--- src/rtl/iob_regfile_nr1w.sv ---
// Multi-read, single-write register file with byte strobes, optional
// registered reads with write forwarding, and a one-register-per-cycle
// sweep clear.
//
// state  | meaning
// IDLE   | normal operation, writes accepted
// CLEAR  | sweeping reg[cnt_q] to zero, writes and clr_i ignored
module iob_regfile_nr1w #(
   parameter int N        = 16,
   parameter int W        = 32,
   parameter int NR_PORTS = 2,
   parameter int ADDR_W   = $clog2(N),
   parameter int RD_LAT   = 1,
   parameter int BYPASS   = 1
) (
   input  logic                         clk_i,
   input  logic                         rst_i,
   input  logic                         cke_i,
   input  logic                         wen_i,
   input  logic [ADDR_W-1:0]            waddr_i,
   input  logic [W/8-1:0]               wstrb_i,
   input  logic [W-1:0]                 wdata_i,
   input  logic [NR_PORTS*ADDR_W-1:0]   raddr_i,
   output logic [NR_PORTS*W-1:0]        rdata_o,
   input  logic                         clr_i,
   output logic                         busy_o
);

   localparam int NB = W / 8;

   typedef enum logic [0:0] {ST_IDLE, ST_CLEAR} state_t;

   state_t              state_q, state_d;
   logic [ADDR_W-1:0]   cnt_q, cnt_d;
   logic [W-1:0]        mem_q [N];
   logic [W-1:0]        mem_d [N];
   logic                wr_en;

   function automatic logic in_range(input logic [ADDR_W-1:0] a);
      return 32'(a) < 32'(N);
   endfunction

   function automatic logic [W-1:0] merge(input logic [W-1:0] old_v,
                                          input logic [W-1:0] new_v,
                                          input logic [NB-1:0] strb);
      logic [W-1:0] res;
      res = old_v;
      for (int b = 0; b < NB; b++) begin
         if (strb[b]) res[8*b +: 8] = new_v[8*b +: 8];
      end
      return res;
   endfunction

   function automatic logic [W-1:0] rd_word(input logic [ADDR_W-1:0] a);
      return in_range(a) ? mem_q[a] : '0;
   endfunction

   // Next-state for the FSM, sweep counter and storage; clear beats write.
   always_comb begin
      state_d = state_q;
      cnt_d   = cnt_q;
      wr_en   = 1'b0;
      for (int i = 0; i < N; i++) mem_d[i] = mem_q[i];
      if (cke_i) begin
         case (state_q)
            ST_IDLE: begin
               if (clr_i) begin
                  state_d = ST_CLEAR;
                  cnt_d   = '0;
               end else if (wen_i && in_range(waddr_i) && (|wstrb_i)) begin
                  wr_en          = 1'b1;
                  mem_d[waddr_i] = merge(mem_q[waddr_i], wdata_i, wstrb_i);
               end
            end
            ST_CLEAR: begin
               mem_d[cnt_q] = '0;
               cnt_d        = cnt_q + 1'b1;
               if (cnt_q == ADDR_W'(N - 1)) begin
                  state_d = ST_IDLE;
                  cnt_d   = '0;
               end
            end
            default: state_d = ST_IDLE;
         endcase
      end
   end

   // State registers; reset overrides clock enable.
   always_ff @(posedge clk_i) begin
      if (rst_i) begin
         state_q <= ST_IDLE;
         cnt_q   <= '0;
         for (int i = 0; i < N; i++) mem_q[i] <= '0;
      end else begin
         state_q <= state_d;
         cnt_q   <= cnt_d;
         for (int i = 0; i < N; i++) mem_q[i] <= mem_d[i];
      end
   end

   assign busy_o = (state_q == ST_CLEAR);

   generate
      if (RD_LAT == 0) begin : g_rd_comb
         // Asynchronous read ports.
         always_comb begin
            rdata_o = '0;
            for (int k = 0; k < NR_PORTS; k++) begin
               rdata_o[k*W +: W] = rd_word(raddr_i[k*ADDR_W +: ADDR_W]);
            end
         end
      end else begin : g_rd_reg
         logic [NR_PORTS*W-1:0] rdata_q, rdata_d;

         // Registered read ports, optionally forwarding a same-cycle write.
         always_comb begin
            rdata_d = rdata_q;
            if (cke_i) begin
               for (int k = 0; k < NR_PORTS; k++) begin
                  rdata_d[k*W +: W] = rd_word(raddr_i[k*ADDR_W +: ADDR_W]);
                  if ((BYPASS != 0) && wr_en &&
                      (raddr_i[k*ADDR_W +: ADDR_W] == waddr_i)) begin
                     rdata_d[k*W +: W] = merge(rd_word(raddr_i[k*ADDR_W +: ADDR_W]),
                                               wdata_i, wstrb_i);
                  end
               end
            end
         end

         // Read output register.
         always_ff @(posedge clk_i) begin
            if (rst_i) rdata_q <= '0;
            else       rdata_q <= rdata_d;
         end

         assign rdata_o = rdata_q;
      end
   endgenerate

endmodule

--- config.mk ---
export PLATFORM = sky130hd
export DESIGN_NAME = iob_regfile_nr1w
export DESIGN_NICKNAME = d
export VERILOG_FILES = /design/src/rtl/iob_regfile_nr1w.sv
export SDC_FILE = /design/constraint.sdc
export NUM_CORES = 2
export LEC_CHECK = 0
export BUFFER_PORTS_ARGS = -buffer_cell sky130_fd_sc_hd__clkbuf_2
export CAP_MARGIN = 20
export CORE_ASPECT_RATIO = 2
export CORE_MARGIN = 2
export CORE_UTILIZATION = 60
export CTS_CLUSTER_SIZE = 14
export DETAILED_ROUTE_END_ITERATION = 8
export MAX_ROUTING_LAYER = met4
export PLACE_DENSITY_LB_ADDON = 0.05
export SYNTH_ARGS = -nofsm -noshare
export SYNTH_HDL_FRONTEND = slang
export SYNTH_SLANG_ARGS = --single-unit
--- constraint.sdc ---
create_clock -name clk_i -period 3.85 [get_ports clk_i]
set_clock_uncertainty 0.2 [all_clocks]
set_input_delay 0.1925 -clock clk_i [delete_from_list [all_inputs] [get_ports clk_i]]
set_output_delay 0.1925 -clock clk_i [all_outputs]
set_load 0.005 [all_outputs]
* After elaboration in Yosys (flattened, before gate mapping)
Memories as Yosys holds them, arrays and structs flattened.
Index checks and enable logic that the tools add are counted.
** Storage, ports and cells
- Register bits :: 69
- Memory bits (writable) :: 512
- Output and inout bits :: 65
- Logic and storage cells :: 109
- Memories kept :: 1
** Cells by class
- $add $sub $neg :: 1
- $lt $le $gt $ge :: 4
- Equal/unequal tests :: 4
- Muxes and demuxes :: 68
- Bitwise operators :: 21
- Reductions and logical operators :: 7
** Memory list
- mem_q :: depth 16, width 32, rd ports 19, clocked after memory_dff 0, wr ports 16, RTL line 35 : logic [W-1:0] mem_q [N];
** Operators by type and width (count)
- 512-bit two-way mux :: 3
- 512-bit one-hot mux with 2 select lines :: 1
- 32-bit two-way mux :: 20
- 512-bit AND :: 1
- 512-bit bitwise mux :: 1
- 512-bit inverter :: 1
- 32-bit demux with 4-bit select :: 2
- 8-bit two-way mux :: 28
- 1-bit OR :: 16
- 5-bit >= comparator (second input constant) :: 2
- 5-bit by 1-bit less-than comparator with 1-bit output (second input constant) :: 2
- 4-bit inverter with 5-bit output :: 2
- 1-bit two-way mux :: 9
- 4-bit == test :: 2
- 4-bit two-way mux :: 2
- 4-bit one-hot mux with 2 select lines :: 1
- 1-bit logical AND :: 5
- 4-bit by 1-bit adder with 4-bit output (second input constant) :: 1
- 4-bit == test (second input constant) :: 1
- 4-bit OR reduction :: 1
- 2-bit inequality test (second input constant) :: 1
- 1-bit one-hot mux with 2 select lines :: 1
- 2-bit AND reduction :: 1
- 1-bit inverter :: 1

* Longest topological paths before layout
- Depth after elaboration :: 12
- Gate-level depth with buffers :: 9
- Gate-level depth less buffers :: 5

* Least setup slack after synthesis
Ideal clock, no wire load.
- Kind :: in2reg
- From :: input raddr_i[6]
- To :: register g_rd_reg.rdata_q[62] (netlist: rdata_o[62])
- Setup time :: 122 ps
- Data arrival time :: 1928 ps
- Path slack :: 1600 ps
- Stages on the path :: 7
- Buffers on the path :: 3
- Cells stage by stage :: clkbuf_1 -> buf_2 -> buf_1 -> mux4_2 -> a22oi_1 -> o21ai_1 -> a221o_1
** On the way
- Cells in the longest elaborated chain, start to end :: 3
- Elaborated cells between the ends (all ways) :: 5
- Classes of those cells :: 1 x eq/ne; 2 x mux; 1 x reduce/logical; 1 x memory
** Ends and longest elaborated chain
- from (decl) :: RTL line 23 : input logic [NR_PORTS*ADDR_W-1:0] raddr_i,
- memory 16 x 32 bit or 4-bit == test (tied branches)
- 8-bit two-way mux or 1-bit logical AND (tied branches) :: RTL line 49, 121
- 32-bit two-way mux (*) :: RTL line 121 : if ((BYPASS != 0) && wr_en &&
- to (signal assigned) :: RTL line 133 : else rdata_q <= rdata_d;
- to (decl) :: RTL line 113 : logic [NR_PORTS*W-1:0] rdata_q, rdata_d;
Every way passes the cells marked *; elsewhere a longest branch is shown, timed or not.
A chain may end at the register's enable or synchronous reset.

==> out/results.tsv <==
stage	metric	value	unit
die	IO Count	118	
synth	Syn Nets	2575	
worst_setup_path	CP Cell Sequence	nor3b_2 -> buf_4 -> a32o_1 -> a31oi_4 -> buf_4 -> o2bb2ai_1	
synth	synth unique cells	58	
routing	DRC	0	
cells_and_area	Final Core Density	66.94	%
cells_and_area	commonest non-fill, non-tap cell in the layout	dfxtp_1	
clocking	CTS buffer count	53	
global_routing	largest net degree at the start of global routing	94	
global_routing	first-pass GRT wire length	182100	um
placement	PortBufs	117	
sta	fmax	0.3113	GHz
synth	EDFF count, synth	0	
cells_and_area	most frequent cells in the layout	581 x dfxtp_1, 471 x o2bb2ai_1, 316 x mux4_2	
die	total core area	53300	sq um
routing	DRT iter0 DRCs	3153	
pwr	Max IR drop VDD	402.4	uV
cells_and_area	fillers	3960	
routing	Vias	26462	
synth	cell count after synthesis	2518	
pwr	Leak	0.01247	uW
cells_and_area	Reg area	11630	sq um
synth	synthesized cell area	32130	sq um
placement	Area after DPL	33570	sq um
worst_setup_path	cell mode on critical path	buf_4	
placement	HPWL after DPL	75160	um
sta	setup ws final	0.6379	ns
cells_and_area	fraction of layout instances using a drive strength above 1	29.65	%
cells_and_area	Final Instance Area	35680	sq um
worst_setup_path	slowest CP cell	a31oi_4	
pwr	Power Dens Cells	367.8	nW/um^2
clocking	TritonCTS clock tree	built	
synth	#FFs+latches synth	581	
global_routing	vias in the first global route	26967	
sta	period utilisation layout	83.43	%
synth	ys async rst share	0	%
sta	Setup TNS	0	ns
routing	DRT Wirelength	123900	um
placement	Place WS	0.7316	ns
worst_setup_path	CP Class	flip-flop to flip-flop	
sta	fin crit period	3.212	ns
global_routing	grt ovf	0	
worst_setup_path	WP depth	6	
global_routing	number of antenna violations at the first check in global routing	2	
worst_setup_path	crit start category	flip-flop	
run_status	status	finished clean	
cells_and_area	Multi-input gate area	19220	sq um
die	Initial Util	60.27	%
worst_setup_path	CP required	4.18	ns
worst_setup_path	Arrival @ worst endpoint	3.55	ns
worst_setup_path	critical path buffer and inverter count	2	
cells_and_area	Area growth, synth to finish	11.06	%
min_path	min-delay worst type	input port to flip-flop	
worst_setup_path	Top delay family on crit path	compound AO/OA/AOI/OAI gates	
die	Site Rows	120	
min_path	Hold Path Cell Cnt	5	
worst_setup_path	crit end category	flip-flop	
routing	WL/cell	38.07	um
sta	RSZ-0062 raised after global routing	no	
worst_setup_path	Crit Path Max Fanout	18	
synth	ys flop type	dfxtp_1	
clocking	clk_lat worst skew	0.63	ns
placement	global placement routability congestion	0.9419	
die	chip width	167.6	um
die	die area	55520	sq um
die	Die Y	331.2	um
clocking	htree depth	2	
synth	Ys Warns	0	
job	max capacitance violation total	0	
cells_and_area	nets@finish	2597	
synth	syn avg cell area	12.76	sq um
sta	Slew @ Worst Pin	1.137	ns
worst_setup_path	CP max stage delay	0.78	ns
sta	Max-Slew Margin vs Limit	23.87	%
clocking	clock root cell	clkbuf_16	
clocking	Sink Count	581	
sta	final setup fails	0	
routing	Detailed Routing Iterations Pass 1	5	
sta	Final Hold Vio Count	0	
placement	Post-Place Cells	3122	
cells_and_area	non-filler cells, final	3254	
worst_setup_path	Reg2Reg Depth	6	
routing	Vias per Instance	8.132	
synth	sequential share of the synthesized area	36.21	%
clocking	clock-pin slew on the worst setup and hold paths	0.07	ns
routing	post-route antenna net violation count	0	
global_routing	GRT Overall Usage	45.78	%
sta	Slew Viols, Final	0	
clocking	CTS Buffer Depth	3	
[per-layer routing]
layer / track usage [%] / vias up / part of all wire (%)
li1: - / 10433 / -
met1: 53.07 / 13286 / 34
met2: 69.06 / 2047 / 46
met3: 10.09 / 696 / 11
met4: 35.41 / 0 / 9.4
met5: - / - / 0
[cell type report]
| cell class | instances | share of cell area, % |
|---|---|---|
| Clock buffer | 78 | 4.464 |
| Clock inverter | 17 | 0.4734 |
| Antenna cell | 3 | 0.02104 |
| Sequential cell | 581 | 32.60 |
| Tap cell | 671 | 2.353 |
| Timing Repair Buffer | 272 | 6.179 |
| Multi-Input combinational cell | 1628 | 53.87 |
| Inverter | 4 | 0.04208 |
[cell families after synthesis]
group	count (synthesis)	share of synthesized area, %
buffers and inverters	309	4.997
AND/OR/NAND/NOR	232	4.327
multiplexers	560	29.96
flip-flops	581	36.21
adder cells (fa/ha/maj)	4	0.1558
XOR/XNOR	8	0.2181
AO/OA/AOI/OAI	824	24.14
[tightest hold or removal path: stages]
cell       delay [ns]
buf_4            0.14
mux4_2           0.19
a22oi_1          0.08
o21ai_0          0.11
o2bb2ai_1        0.12
[Yosys cell counts (4+ instances only)]
cell type,count,area [sq um]
and3b_1,7,61.31
o22ai_1,7,43.79
buf_4,14,105.1
mux4_2,316,7117
a22o_1,42,367.9
o2bb2ai_1,471,4125
a221o_1,62,620.6
a22oi_1,53,397.9
nand2b_1,18,112.6
or2_1,4,25.02
clkbuf_1,142,533.0
a311oi_4,32,840.8
mux4_1,4,105.1
o21ai_0,22,110.1
ha_1,4,50.05
nor2b_1,5,31.28
inv_1,4,15.01
buf_6,33,371.6
mux2i_1,240,2402
a21oi_1,41,205.2
buf_2,89,445.4
and2_1,92,575.6
o2bb2ai_2,44,660.6
a32o_1,4,40.04
a31oi_1,20,125.1
xor2_1,8,70.07
nand3_1,14,70.07
a31oi_2,4,50.05
buf_1,24,90.09
nor3b_1,5,37.54
nand2_1,48,180.2
dfxtp_1,581,11630
o211ai_1,12,90.09
and3_1,13,81.33
nor2_1,5,18.77
[through the flow]
| stage | hold slack (ns) | power (uW) |
|---|---|---|
| floorplan | 0.1303 | 7109 |
| global placement | 0.2424 | 7634 |
| detailed placement | 0.2548 | 7650 |
| CTS | 0.005152 | 13080 |
| global route | 0.04375 | 13370 |
| finish | 0.02624 | 13120 |
[flip-flops by register name, indices dropped and copies added, names as in the netlist]
signal / flops
busy_o: 1
mem_q: 512
rdata_o: 64
cnt_q: 4
[worst paths after layout]
path                                    from            to  slack [ns]
worst min register to register  mem_q[14][2]  mem_q[14][2]        0.30
worst min-delay path              raddr_i[6]   rdata_o[41]        0.03
worst max register to register        busy_o  mem_q[13][0]        0.64
worst max-delay path                  busy_o  mem_q[13][0]        0.64
[repair_timing]
item / 4_1_cts / 5_1_grt
hold buffers: 34 / 0
resized for setup: 0 / 0
setup buffers: 0 / 0
hold endpoints to repair: 418 / 0
[power breakdown]
| group | switching (uW) | total (uW) | internal (uW) |
|---|---|---|---|
| registers | 22.9 | 6050 | 6030 |
| logic | 1060 | 1540 | 483 |
| clock network | 2470 | 5530 | 3060 |
Note: power is estimated with default switching activity, not from simulation.
